## src/rtl/jk_pkg.sv

```systemverilog
// Shared definitions for the jk_reg_bank register primitive: function-select
// encodings as an enum for RTL and as plain 2-bit constants for benches.
package jk_pkg;

  typedef enum logic [1:0] {
    FF_JK = 2'd0,
    FF_D  = 2'd1,
    FF_T  = 2'd2,
    FF_SR = 2'd3
  } ff_mode_e;

  localparam logic [1:0] MODE_JK = 2'd0;
  localparam logic [1:0] MODE_D  = 2'd1;
  localparam logic [1:0] MODE_T  = 2'd2;
  localparam logic [1:0] MODE_SR = 2'd3;

endpackage

```

## src/rtl/jk_next_cell.sv

```systemverilog
// Combinational next-state function for one storage bit in JK/D/T/SR mode,
// plus a flag marking the illegal SR 11 input.
module jk_next_cell
  import jk_pkg::*;
(
  input  ff_mode_e mode,
  input  logic     j,
  input  logic     k,
  input  logic     q,
  output logic     q_next,
  output logic     illegal
);

  always_comb begin
    q_next  = q;
    illegal = 1'b0;
    unique case (mode)
      FF_JK: begin
        unique case ({j, k})
          2'b00: q_next = q;
          2'b01: q_next = 1'b0;
          2'b10: q_next = 1'b1;
          2'b11: q_next = ~q;
        endcase
      end
      FF_D: q_next = j;
      FF_T: q_next = q ^ j;
      FF_SR: begin
        unique case ({j, k})
          2'b00: q_next = q;
          2'b01: q_next = 1'b0;
          2'b10: q_next = 1'b1;
          2'b11: begin
            // Both set and reset requested: keep the bit and report it.
            q_next  = q;
            illegal = 1'b1;
          end
        endcase
      end
    endcase
  end

endmodule

```

## src/rtl/jk_reg_bank.sv

```systemverilog
// Bank of WIDTH JK-style bits with selectable JK/D/T/SR function, clear, load,
// enable, change indicator. Sticky SR-illegal flag built when JK_REG_BANK_ERR_EN is defined.
module jk_reg_bank
  import jk_pkg::*;
#(
  parameter int               WIDTH     = 8,
  parameter logic [WIDTH-1:0] RESET_VAL = '0
) (
  input  logic             clk,
  input  logic             reset,
  input  logic             en,
  input  logic [1:0]       mode,
  input  logic [WIDTH-1:0] j,
  input  logic [WIDTH-1:0] k,
  input  logic             clear,
  input  logic             load,
  input  logic [WIDTH-1:0] load_data,
  input  logic             err_clr,
  output logic [WIDTH-1:0] q,
  output logic [WIDTH-1:0] changed,
  output logic             err
);

  logic [WIDTH-1:0] q_reg;
  logic [WIDTH-1:0] q_next;
  logic [WIDTH-1:0] changed_reg;
  logic [WIDTH-1:0] func_next;
  logic [WIDTH-1:0] illegal;
  ff_mode_e         mode_sel;

  assign mode_sel = ff_mode_e'(mode);

  generate
    for (genvar gi = 0; gi < WIDTH; gi++) begin : g_cell
      jk_next_cell u_cell (
        .mode    (mode_sel),
        .j       (j[gi]),
        .k       (k[gi]),
        .q       (q_reg[gi]),
        .q_next  (func_next[gi]),
        .illegal (illegal[gi])
      );
    end
  endgenerate

  always_comb begin
    q_next = q_reg;
    if (clear) begin
      q_next = '0;
    end else if (load) begin
      q_next = load_data;
    end else if (en) begin
      q_next = func_next;
    end
  end

  always_ff @(posedge clk or posedge reset) begin
    if (reset) begin
      q_reg       <= RESET_VAL;
      changed_reg <= '0;
    end else begin
      q_reg       <= q_next;
      changed_reg <= q_next ^ q_reg;
    end
  end

  assign q       = q_reg;
  assign changed = changed_reg;

`ifdef JK_REG_BANK_ERR_EN
  logic err_reg;
  logic err_set;

  // Only an SR function that actually executes can raise the flag.
  assign err_set = (mode_sel == FF_SR) && en && !clear && !load && (|illegal);

  always_ff @(posedge clk or posedge reset) begin
    if (reset) begin
      err_reg <= 1'b0;
    end else if (err_set) begin
      err_reg <= 1'b1;
    end else if (err_clr) begin
      err_reg <= 1'b0;
    end
  end

  assign err = err_reg;
`else
  logic unused_err;
  assign unused_err = ^{err_clr, illegal};
  assign err        = 1'b0;
`endif

endmodule

```

## config.mk

```make
export PLATFORM = sky130hd
export DESIGN_NAME = jk_reg_bank
export DESIGN_NICKNAME = d
export VERILOG_FILES = /design/src/rtl/jk_pkg.sv /design/src/rtl/jk_next_cell.sv /design/src/rtl/jk_reg_bank.sv
export SDC_FILE = /design/constraint.sdc
export NUM_CORES = 1
export LEC_CHECK = 0
export BUFFER_PORTS_ARGS = -buffer_cell sky130_fd_sc_hd__clkbuf_2
export CAP_MARGIN = 20
export CORE_MARGIN = 3
export CORE_UTILIZATION = 40
export CTS_BUF_LIST = sky130_fd_sc_hd__clkbuf_8
export CTS_CLUSTER_SIZE = 25
export DETAILED_ROUTE_END_ITERATION = 7
export GPL_TIMING_DRIVEN = 1
export PLACE_DENSITY_LB_ADDON = 0.3
export SYNTH_ARGS = -nofsm -noshare
export SYNTH_HDL_FRONTEND = slang
export SYNTH_SLANG_ARGS = --single-unit
```

## constraint.sdc

```tcl
create_clock -name clk -period 1.9 [get_ports clk]
set_clock_uncertainty 0.1 [all_clocks]
set_input_delay 0.38 -clock clk [delete_from_list [all_inputs] [get_ports clk]]
set_output_delay 0.38 -clock clk [all_outputs]
set_load 0.05 [all_outputs]
```

=== After elaboration in Yosys (flattened, before gate mapping) ===
Cells that the tools add are included.

* Register bits after elaboration: 16
* Bits of input ports: 32
* Output and inout port bits: 17
* Logic and storage cells: 90

* Equal/unequal tests: 27
* Muxes and demuxes: 27
* Bitwise logic cells: 17
* Reduce and logical (&&, ||, !) cells: 17

{| class="wikitable"
|+ Operators by type and width
! cell !! count
|-
| case mux 1 bit (4 select lines) || 16
|-
| equality test 2 bit (second input constant) || 18
|-
| two-way mux 8 bit || 3
|-
| case mux 1 bit (3 select lines) || 8
|-
| equality test 2 x 1 -> 1 bit (second input constant) || 9
|-
| zero test 2 bit || 9
|-
| OR reduction 2 bit || 8
|-
| inverter 1 bit || 8
|-
| bitwise XOR 1 bit || 8
|-
| bitwise XOR 8 bit || 1
|}

=== Depth between registers and ports, before layout ===
Gate-level depths: netlist of run 1.

* Depth after elaboration: 8
* Gate-level depth with buffers: 6
* Depth with buffers taken out: 6

=== Hierarchy ===
Synthesis of run 1 repeated with hierarchy kept, for this count alone.

* Cell total of the unflattened synthesis: 218
* Area, all modules: 1791.7 um2

{| class="wikitable"
|+ By module, submodules not included
! module !! times used !! cells an instance !! area an instance (um2) !! seq. area each (um2)
|-
| jk_reg_bank || 1 || 98 || 940.9 || 400.4
|-
| jk_next_cell || 8 || 15 || 106.4 || 0.0
|}

=== Worst setup path after synthesis of run 1 ===
Ideal clock, no wire load.

* Path type: input to register
* From: input j[6]
* To: register changed_reg[6] (netlist: changed[6])
* Setup time: 0.079 ns
* Arrival: 1.434 ns
* Data required time: 1.721 ns
* Slack: 0.287 ns
* Stages on the path: 6
* Buffers on the path: 0
* Cells stage by stage: inv_1 -> ha_1 -> a21oi_1 -> or3_1 -> a32oi_2 -> mux2i_1

* Longest elaborated chain between the ends: 8
* Elaborated cells between the ends (all ways): 13
* Those cells by class: 3 x eq/ne; 6 x mux; 2 x bitwise; 2 x reduce/logical

{| class="wikitable"
|+ RTL lines
! item !! line !! RTL
|-
| start: declaration || jk_reg_bank.sv:13 || <nowiki>input logic [WIDTH-1:0] j,</nowiki>
|-
| equality test 2 bit / zero test 2 bit (equally long branches) || jk_next_cell.sv:19, jk_next_cell.sv:29 ||
|-
| OR reduction 2 bit (no source line) || n/a ||
|-
| case mux 1 bit (3 select lines) || jk_next_cell.sv:29 || <nowiki>unique case ({j, k})</nowiki>
|-
| case mux 1 bit (4 select lines) (*) || jk_next_cell.sv:17 || <nowiki>unique case (mode)</nowiki>
|-
| two-way mux 8 bit (*) || jk_reg_bank.sv:52 || <nowiki>end else if (en) begin</nowiki>
|-
| two-way mux 8 bit (*) || jk_reg_bank.sv:50 || <nowiki>end else if (load) begin</nowiki>
|-
| two-way mux 8 bit (*) || jk_reg_bank.sv:48 || <nowiki>if (clear) begin</nowiki>
|-
| bitwise XOR 8 bit (*) || jk_reg_bank.sv:63 || <nowiki>changed_reg <= q_next ^ q_reg;</nowiki>
|-
| end signal: assignment || jk_reg_bank.sv:63 ||
|-
| end: declaration || jk_reg_bank.sv:26 || <nowiki>logic [WIDTH-1:0] changed_reg;</nowiki>
|}

Every way passes the cells marked *; elsewhere a longest branch is shown, timed or not.

=== Final worst setup path of run 1 ===
* From: register q_reg[4] (netlist: q[4])
* To: register changed_reg[4] (netlist: changed[4])

* Longest elaborated chain between the ends: 7
* Elaborated cells between the ends (all ways): 9
* Those cells by class: 6 x mux; 3 x bitwise

{| class="wikitable"
|+ RTL lines
! item !! line !! RTL
|-
| start: declaration || jk_reg_bank.sv:24 || <nowiki>logic [WIDTH-1:0] q_reg;</nowiki>
|-
| start signal: assignment || jk_reg_bank.sv:62 || <nowiki>q_reg <= q_next;</nowiki>
|-
| inverter 1 bit || jk_next_cell.sv:23 || <nowiki>2'b11: q_next = ~q;</nowiki>
|-
| case mux 1 bit (4 select lines) || jk_next_cell.sv:19 || <nowiki>unique case ({j, k})</nowiki>
|-
| case mux 1 bit (4 select lines) || jk_next_cell.sv:17 ||
|-
| two-way mux 8 bit || jk_reg_bank.sv:52 ||
|-
| two-way mux 8 bit || jk_reg_bank.sv:50 ||
|-
| two-way mux 8 bit || jk_reg_bank.sv:48 ||
|-
| bitwise XOR 8 bit (*) || jk_reg_bank.sv:63 ||
|}

Marks and branches as above.

==> results_dict.tcl, run 1 <==
set metrics [dict create \
    final_cell_mix "clkbuf_2 (46), inv_1 (23), a21oi_1 (20)" \
    cpMaxStageDelayCell "dfrtp_1" \
    p_switching_uw 482 \
    synth_cell_types 46 \
    antenna_found_initial 0 \
    nets 297 \
    cts_setup_buffers 0 \
    cp_num_buf_inv 0 \
    multi_input_area_sq_um 1100 \
    syn_to_final_growth_pct 15.3 \
    cap_violations 0 \
    power_switching_share_pct 40.4 \
    max_stage_delay_ps 520 \
    finalSetupTns_ps 0 \
    synthArstFlopShare_pct 100 \
    cts_tree "yes" \
    gp_congestion 0.818 \
    r2r-end "changed[4]" \
    vias 1587 \
    hold_viol_final 0 \
    vdd_drop_max_v 0.000198 \
    cp-end-kind "register" \
    start_util_pct 42.6 \
    cts_buffer_depth 2 \
    coreArea_sq_um 4120 \
    ant_nets 0 \
    synth-seq-cells 16 \
    die-width_um 72.2 \
    startpoint_type "register" \
    place_inst 294 \
    reg2reg_depth 4 \
    place_hpwl_um 3060 \
    syn_area_sq_um 1750 \
    hp-class "in -> async" \
    ctsResizeCount 0 \
    p_clk_share_pct 20.8 \
    max_slew_margin_pct 59.3 \
    r2r-start "q[4]" \
    crit_chain "a21oi_1 -> o311ai_0 -> o2111a_1 -> mux2i_1" \
    totalWireLength_um 3750 \
    p_leak_nw 1.03 \
    final_cells 297 \
    p_total_mw 1.19 \
    rrSetupSlack_ps 290 \
    n_fill_cell 415 \
    fin_hold_ws_ps 81.2 \
    path_class "reg -> reg" \
    ys_seq_area_share_pct 22.8 \
    firstDrtPassIters 4 \
    worst_skew_pair.late_latency_ps 240 \
    yosysWarnings 0 \
    setup_violations 0 \
    track_usage_pct 14.6 \
    grt_pass1_vias 1301 \
    design_area_sq_um 2020 \
    avgViaCountPerCell 5.34 \
    synth_edf_count 0 \
    post_drt_wl_per_cell_um 12.6 \
    die_area_sq_um 5220 \
    cp-endpoint "changed[4]" \
    path_clk_slew_ps 60 \
    htreeDepth 1 \
    cts.sinks 16 \
    grt_max_degree 17 \
    crit_family "compound AO/OA/AOI/OAI gates" \
    synth.avg_cell_area_sq_um 8.20 \
    synth_cells 214 \
    num_io_pins 49 \
    rows 23 \
    fmax_mhz 622 \
    portBuffers 46 \
    postCtsHoldBufs 0 \
    internal_power_uw 712 \
    cts_root_buf "clkbuf_8" \
    drc 0 \
    finalMaxSlewViolations 0 \
    synthFlopType "dfrtp_1" \
    seqCellArea_sq_um 400 \
    outcome "finished, final reports clean" \
    combPwrFrac_pct 44.2 \
    drive_gt1_share_pct 26.3 \
    tightest_slew_ps 610 \
    power_density_nw_per_um2 590 \
    rsz0062_at_grt "no" \
    crit_required_ps 1970 \
    cp.depth 4 \
    layout_min_cycle_time_ps 1610 \
    placed_area_sq_um 1980 \
    drtIter0Drc 112 \
    overflow 0 \
    n_antenna_cell 0 \
    final_common_cell "clkbuf_2" \
    crit_arrival_ps 1680 \
    crit_fanout 10 \
    die_y_um 72.2 \
    syn_nets 262 \
    power_frac_seq_pct 35.0 \
    fin_crit_sh_pct 84.6 \
    critPathLaunch "q[4]" \
    grt_pass1_wl_um 6180 \
    numCtsBuffers 3 \
]
-- worst min-delay path by stage --
stage / start / end / slack, ps
after floorplan: reset / changed[0] / 190
after global placement: reset / changed[4] / 360
after detailed placement: reset / changed[3] / 360
after CTS: reset / changed[3] / 100
after global routing: reset / changed[4] / 140
final: reset / changed[3] / 80
-- cell families after synthesis --
group	share of synthesized area, %
multiplexers	8.13
buffers and inverters	14.3
XOR/XNOR	0.999
adder cells (fa/ha/maj)	11.4
flip-flops	22.8
AO/OA/AOI/OAI	27.5
other	0.214
AND/OR/NAND/NOR	14.7
-- routing by layer --
metal  up-vias  global-route usage, %  wire length, um
met5         -                      0                0
met2        47                   21.6             1600
met1       722                   22.1             1840
met3         2                   2.08              274
met4         0                   3.76               30
li1        816                      -                -
-- synth_stat cells (all sizes together), types with 3 or more instances --
cell type	number	share of area, %
a211o	4	2.0
a211oi	3	1.3
a21oi	20	5.7
a22o	4	2.0
a22oi	3	1.3
buf	21	7.6
clkbuf	5	1.2
dfrtp	16	23
ha	16	11
inv	24	5.3
mux2i	12	6.8
nand2	6	1.3
nand2b	7	2.5
nor2	13	2.8
nor2b	9	3.2
nor3	4	1.1
o2111ai	4	2.0
o22ai	5	1.8
o2bb2ai	4	2.0
o311ai	6	3.0
or2	3	1.1
-- through the flow --
step                      setup WS [ps]  util, %
after global placement             81.0     48.1
final                               292     49.1
after global routing               78.9     49.1
after CTS                           286     49.1
after floorplan                     287        -
after detailed placement           55.4     48.1
-- cell type report --
| cell class | instances | area share (%) |
|---|---|---|
| multi-input cells | 147 | 54.6 |
| clock buffers | 3 | 2.04 |
| well taps | 50 | 3.09 |
| inverters | 25 | 4.76 |
| repair buffers | 56 | 15.7 |
| flip-flops and latches | 16 | 19.8 |
-- power groups by stage --
stage / Clock [mW] / Sequential [mW] / Combinational, mW
3_5_place_dp: 0 / 0.425 / 0.530
6_report: 0.248 / 0.418 / 0.528
5_1_grt: 0.272 / 0.424 / 0.577
4_1_cts: 0.254 / 0.418 / 0.531
3_3_place_gp: 0 / 0.422 / 0.521
2_1_floorplan: 0 / 0.499 / 0.331
Power figures use the tool's default switching activity.
==> run 2: changes to the inputs <==
- ABC_AREA: default -> 1
- clock period: 1.9 -> 1.5 ns (I/O delays scaled with it)
==> results_dict.tcl, run 2 <==
set metrics [dict create \
    layout_min_cycle_time_ps 1450 \
    die_area_sq_um 4750 \
    yosysMostFrequentCell "nand2_1" \
    syn_to_final_growth_pct 23.7 \
    firstDrtPassIters 4 \
    crit_family "flip-flops" \
    max_slew_margin_pct 60.1 \
    cts_tree "yes" \
    synthArstFlopShare_pct 100 \
    numCtsBuffers 3 \
    fmax_mhz 691 \
    hold_start "load_data[2]" \
    synth.avg_cell_area_sq_um 6.06 \
    finalMaxSlewViolations 0 \
    post_drt_wl_per_cell_um 10.6 \
    r2r-start "q[0]" \
    synth_cells 261 \
    tightest_slew_ps 597 \
    synthFlopType "dfrtp_1" \
    synth_edf_count 0 \
    drive_gt1_share_pct 21.7 \
    cap_violations 0 \
    overflow 0 \
    htreeDepth 1 \
    grt_pass1_vias 1481 \
    rows 22 \
    synth_area_leaders "dfrtp_1 (25%), nand2_1 (23%), ha_1 (13%)" \
    hold_viol_final 0 \
    ant_nets 0 \
    crit_required_ps 1100 \
    die-width_um 68.9 \
    fin_hold_ws_ps 270 \
    rsz0062_at_grt "no" \
    critPathLaunch "q[7]" \
    grt_pass1_wl_um 6240 \
    max_stage_delay_ps 470 \
    start_util_pct 42.3 \
    vdd_drop_max_v 0.000351 \
    portBuffers 46 \
    synth_top_area_share_pct 25.3 \
    p_leak_nw 1.25 \
    syn_area_sq_um 1580 \
    startpoint_type "register" \
    crit_chain "clkbuf_2" \
    drc 0 \
    die_y_um 68.9 \
    gp_congestion 0.755 \
    power_density_nw_per_um2 751 \
    cts.sinks 16 \
    avgViaCountPerCell 4.63 \
    crit_arrival_ps 1050 \
    totalWireLength_um 3830 \
    ys_seq_area_share_pct 25.3 \
    fin_crit_sh_pct 96.4 \
    cts_root_buf "clkbuf_8" \
    cp-end-kind "output port" \
    final_common_cell "nand2_1" \
    cp_num_buf_inv 1 \
    yosysTopAreaCell "dfrtp_1" \
    yosysWarnings 0 \
    num_io_pins 49 \
    outcome "finished, final reports clean" \
    cts_setup_buffers 0 \
    vias 1671 \
    synth_cell_types 15 \
    final_cell_mix "nand2_1 (97), inv_1 (52), clkbuf_2 (46)" \
    n_antenna_cell 0 \
    antenna_found_initial 0 \
    drtIter0Drc 98 \
    synth-seq-cells 16 \
    place_hpwl_um 2920 \
    track_usage_pct 17.4 \
    path_clk_slew_ps 70 \
    nets 362 \
    crit_fanout 7 \
    grt_max_degree 17 \
    path_class "reg -> out" \
    coreArea_sq_um 3740 \
    finalSetupTns_ps 0 \
    syn_nets 309 \
    hp-class "in -> reg" \
    synth_common_cells "nand2_1 (97), inv_1 (52), nand3_1 (24)" \
    cpMaxStageDelayCell "dfrtp_1" \
    cts_buffer_depth 2 \
    setup_violations 0 \
    worst_skew_pair.late_latency_ps 250 \
]
## run 2: cell count changes after synthesis, sizes merged, moves of 9 or more
cell	before	now
nand3	2	24
nand2	6	97
buf	21	12
inv	24	52
mux2i	12	0
nor2b	9	0
## run 2: worst min-delay path, stage by stage
cell      delay [ps]
clkbuf_2          80
inv_1             40
a21oi_1           60
nand2_1           80
inv_1             40
## run 2: what timing repair did
action,CTS,global route
gates resized for setup,0,1
endpoints found under the setup margin,0,1
hold endpoints to repair,16,0
hold buffers,1,0
## run 2: cell families (layout without fill, tap and decap cells)
logic type	after synthesis	count (layout)	share of synthesized area (%)
simple gates	131	131	33.4
flops	16	16	25.3
fa+ha+maj	16	16	12.6
buf+inv	65	117	17.8
other cells	1	1	0.237
compound gates	32	32	10.6
## run 2: area by class of cell
class / count / area, sq um
sequential: 16 / 402
clock buffer: 4 / 55.1
multi-input combinational: 180 / 901
inverter: 52 / 195
timing repair buffer: 61 / 345
tap: 48 / 60.1
fill: 402 / 1790
## run 2: per-stage QoR
stage                     power, mW  area (sq um)  util (%)  setup WS (ps)  std cells
after global placement         1.07          1890      50.5          -47.2        356
after detailed placement       1.08          1890      50.5          -62.5        356
after CTS                      1.48          1960      52.3           50.3        361
after global routing           1.57          1960      52.3           5.12        361
final                          1.47          1960      52.3           53.4        361
after floorplan               0.922          1580         -            229        261
## run 2: worst paths after layout
| path | end | slack, ps | cells after the start |
|---|---|---|---|
| max | q[7] | 50 | 1 |
| min | q[2] | 270 | 5 |
| max reg2reg | changed[0] | 160 | 9 |
| min reg2reg | changed[4] | 490 | 2 |
| max in group asynchronous | q[3] | 610 | 4 |
| min in group asynchronous | q[1] | 490 | 4 |
## run 2: where the power goes
part / switching [mW] / leakage [nW] / total [mW] / internal, mW
logic: 0.383 / 1.02 / 0.558 / 0.176
registers: 0.0378 / 0.202 / 0.511 / 0.474
clock network: 0.168 / 0.0288 / 0.401 / 0.233
total: 0.588 / 1.25 / 1.47 / 0.883
## run 2: layer usage
layer	vias to the layer above	GRT usage (%)	routed length, um
met4	0	6.33	52
met1	711	24.3	1860
li1	888	-	-
met2	66	27.1	1610
met3	6	2.43	304
met5	-	0	0
==> run 3: changes to the inputs <==
- BUFFER_PORTS_ARGS: -buffer_cell sky130_fd_sc_hd__clkbuf_2 -> default
- DONT_BUFFER_PORTS: default -> 1
==> results_dict.tcl, run 3 (synthesis gave the netlist of run 2 again) <==
set metrics [dict create \
    outcome "finished, final reports clean" \
    cts_setup_buffers 0 \
    post_drt_wl_per_cell_um 11.7 \
    rsz0062_at_grt "no" \
    cts_tree "yes" \
    avgViaCountPerCell 4.74 \
    crit_chain "buf_4" \
    die_y_um 68.9 \
    hp-class "in -> reg" \
    crit_required_ps 1100 \
    final_common_cell "nand2_1" \
    cap_violations 0 \
    tightest_slew_ps 634 \
    cts.sinks 16 \
    max_stage_delay_ps 450 \
    n_antenna_cell 0 \
    fmax_mhz 750 \
    drtIter0Drc 83 \
    place_hpwl_um 2630 \
    nets 312 \
    start_util_pct 42.3 \
    max_slew_margin_pct 57.6 \
    n_fill_cell 407 \
    num_io_pins 49 \
    track_usage_pct 16.4 \
    gp_congestion 0.778 \
    cp-end-kind "output port" \
    htreeDepth 1 \
    cpMaxStageDelayCell "dfrtp_1" \
    portBuffers 0 \
    grt_max_degree 17 \
    finalSetupTns_ps 0 \
    hold_start "clear" \
    hold_viol_final 0 \
    coreArea_sq_um 3740 \
    crit_family "flip-flops" \
    syn_to_final_growth_pct 6.40 \
    crit_arrival_ps 930 \
    cts_root_buf "clkbuf_8" \
    setup_violations 0 \
    p_leak_nw 1.04 \
    final_cell_mix "nand2_1 (97), inv_1 (52), nand3_1 (24)" \
    die-width_um 68.9 \
    path_class "reg -> out" \
    grt_pass1_wl_um 5760 \
    cts_buffer_depth 2 \
    worst_skew_pair.late_latency_ps 250 \
    cp_num_buf_inv 1 \
    layout_min_cycle_time_ps 1330 \
    path_clk_slew_ps 70 \
    drive_gt1_share_pct 6.49 \
    vias 1469 \
    crit_fanout 7 \
    fin_hold_ws_ps 114 \
    numCtsBuffers 3 \
    overflow 0 \
    r2r-start "q[6]" \
    startpoint_type "register" \
    die_area_sq_um 4750 \
    critPathLaunch "q[4]" \
    drc 0 \
    antenna_found_initial 0 \
    finalMaxSlewViolations 0 \
    ant_nets 0 \
    firstDrtPassIters 4 \
    power_density_nw_per_um2 772 \
    grt_pass1_vias 1313 \
    rows 22 \
    totalWireLength_um 3630 \
    vdd_drop_max_v 0.000560 \
    fin_crit_sh_pct 88.9 \
]
==> run 3: cell count changes in the layout (fill, tap and decap cells not counted) <==
cell,change
buf_4,-4
clkbuf_2,-46
clkbuf_8,-1
==> run 3: final timing paths <==
check                              to  slack, ps  cells after the start
setup / recovery                 q[4]        170                      1
hold / removal             changed[7]        110                      3
setup reg to reg           changed[6]        190                      9
hold reg to reg            changed[3]        490                      2
max in group asynchronous        q[3]        690                      3
min in group asynchronous  changed[0]        410                      3
==> run 3: where the power goes <==
part	total, mW	internal, mW	switching [mW]
combinational	0.359	0.122	0.237
clock	0.336	0.178	0.158
sequential	0.604	0.473	0.132
total	1.30	0.773	0.526
==> run 3: worst min-delay path, delay by kind of cell <==
| kind | cells | cell delay [ps] |
|---|---|---|
| compound gates | 1 | 20 |
| simple gates | 2 | 110 |
==> run 3: timing repair <==
action | 4_1_cts | 5_1_grt
gates resized for setup | 0 | 1
setup endpoints to repair | 0 | 1
hold buffers | 1 | 0
hold endpoints to repair | 16 | 0
==> run 3: cell type report <==
type | count | area (sq um) | share of cell area (%)
inverter | 52 | 195 | 11.6
multi-input combinational | 180 | 901 | 53.5
tap | 48 | 60.1 | 3.57
clock buffer | 3 | 41.3 | 2.45
sequential | 16 | 402 | 23.8
timing repair buffer | 11 | 85.1 | 5.05
==> run 3: stage by stage <==
stage	cell area, sq um	utilization (%)	setup WS (ps)	power, mW	cells
global placement	1630	43.6	51.9	0.966	306
CTS	1680	45.0	128	1.32	310
floorplan	1580	-	229	0.922	261
detailed placement	1630	43.6	36.9	0.971	306
global route	1680	45.0	2.26	1.40	310
finish	1680	45.0	166	1.30	310
==> run 3: routing by layer <==
metal | part of all wire (%) | GRT usage [%] | routed length, um
met3 | 8.4 | 5.35 | 304
met1 | 47 | 21.9 | 1720
met2 | 44 | 26.0 | 1590
met5 | 0 | 0 | 0
met4 | 0.50 | 2.92 | 18
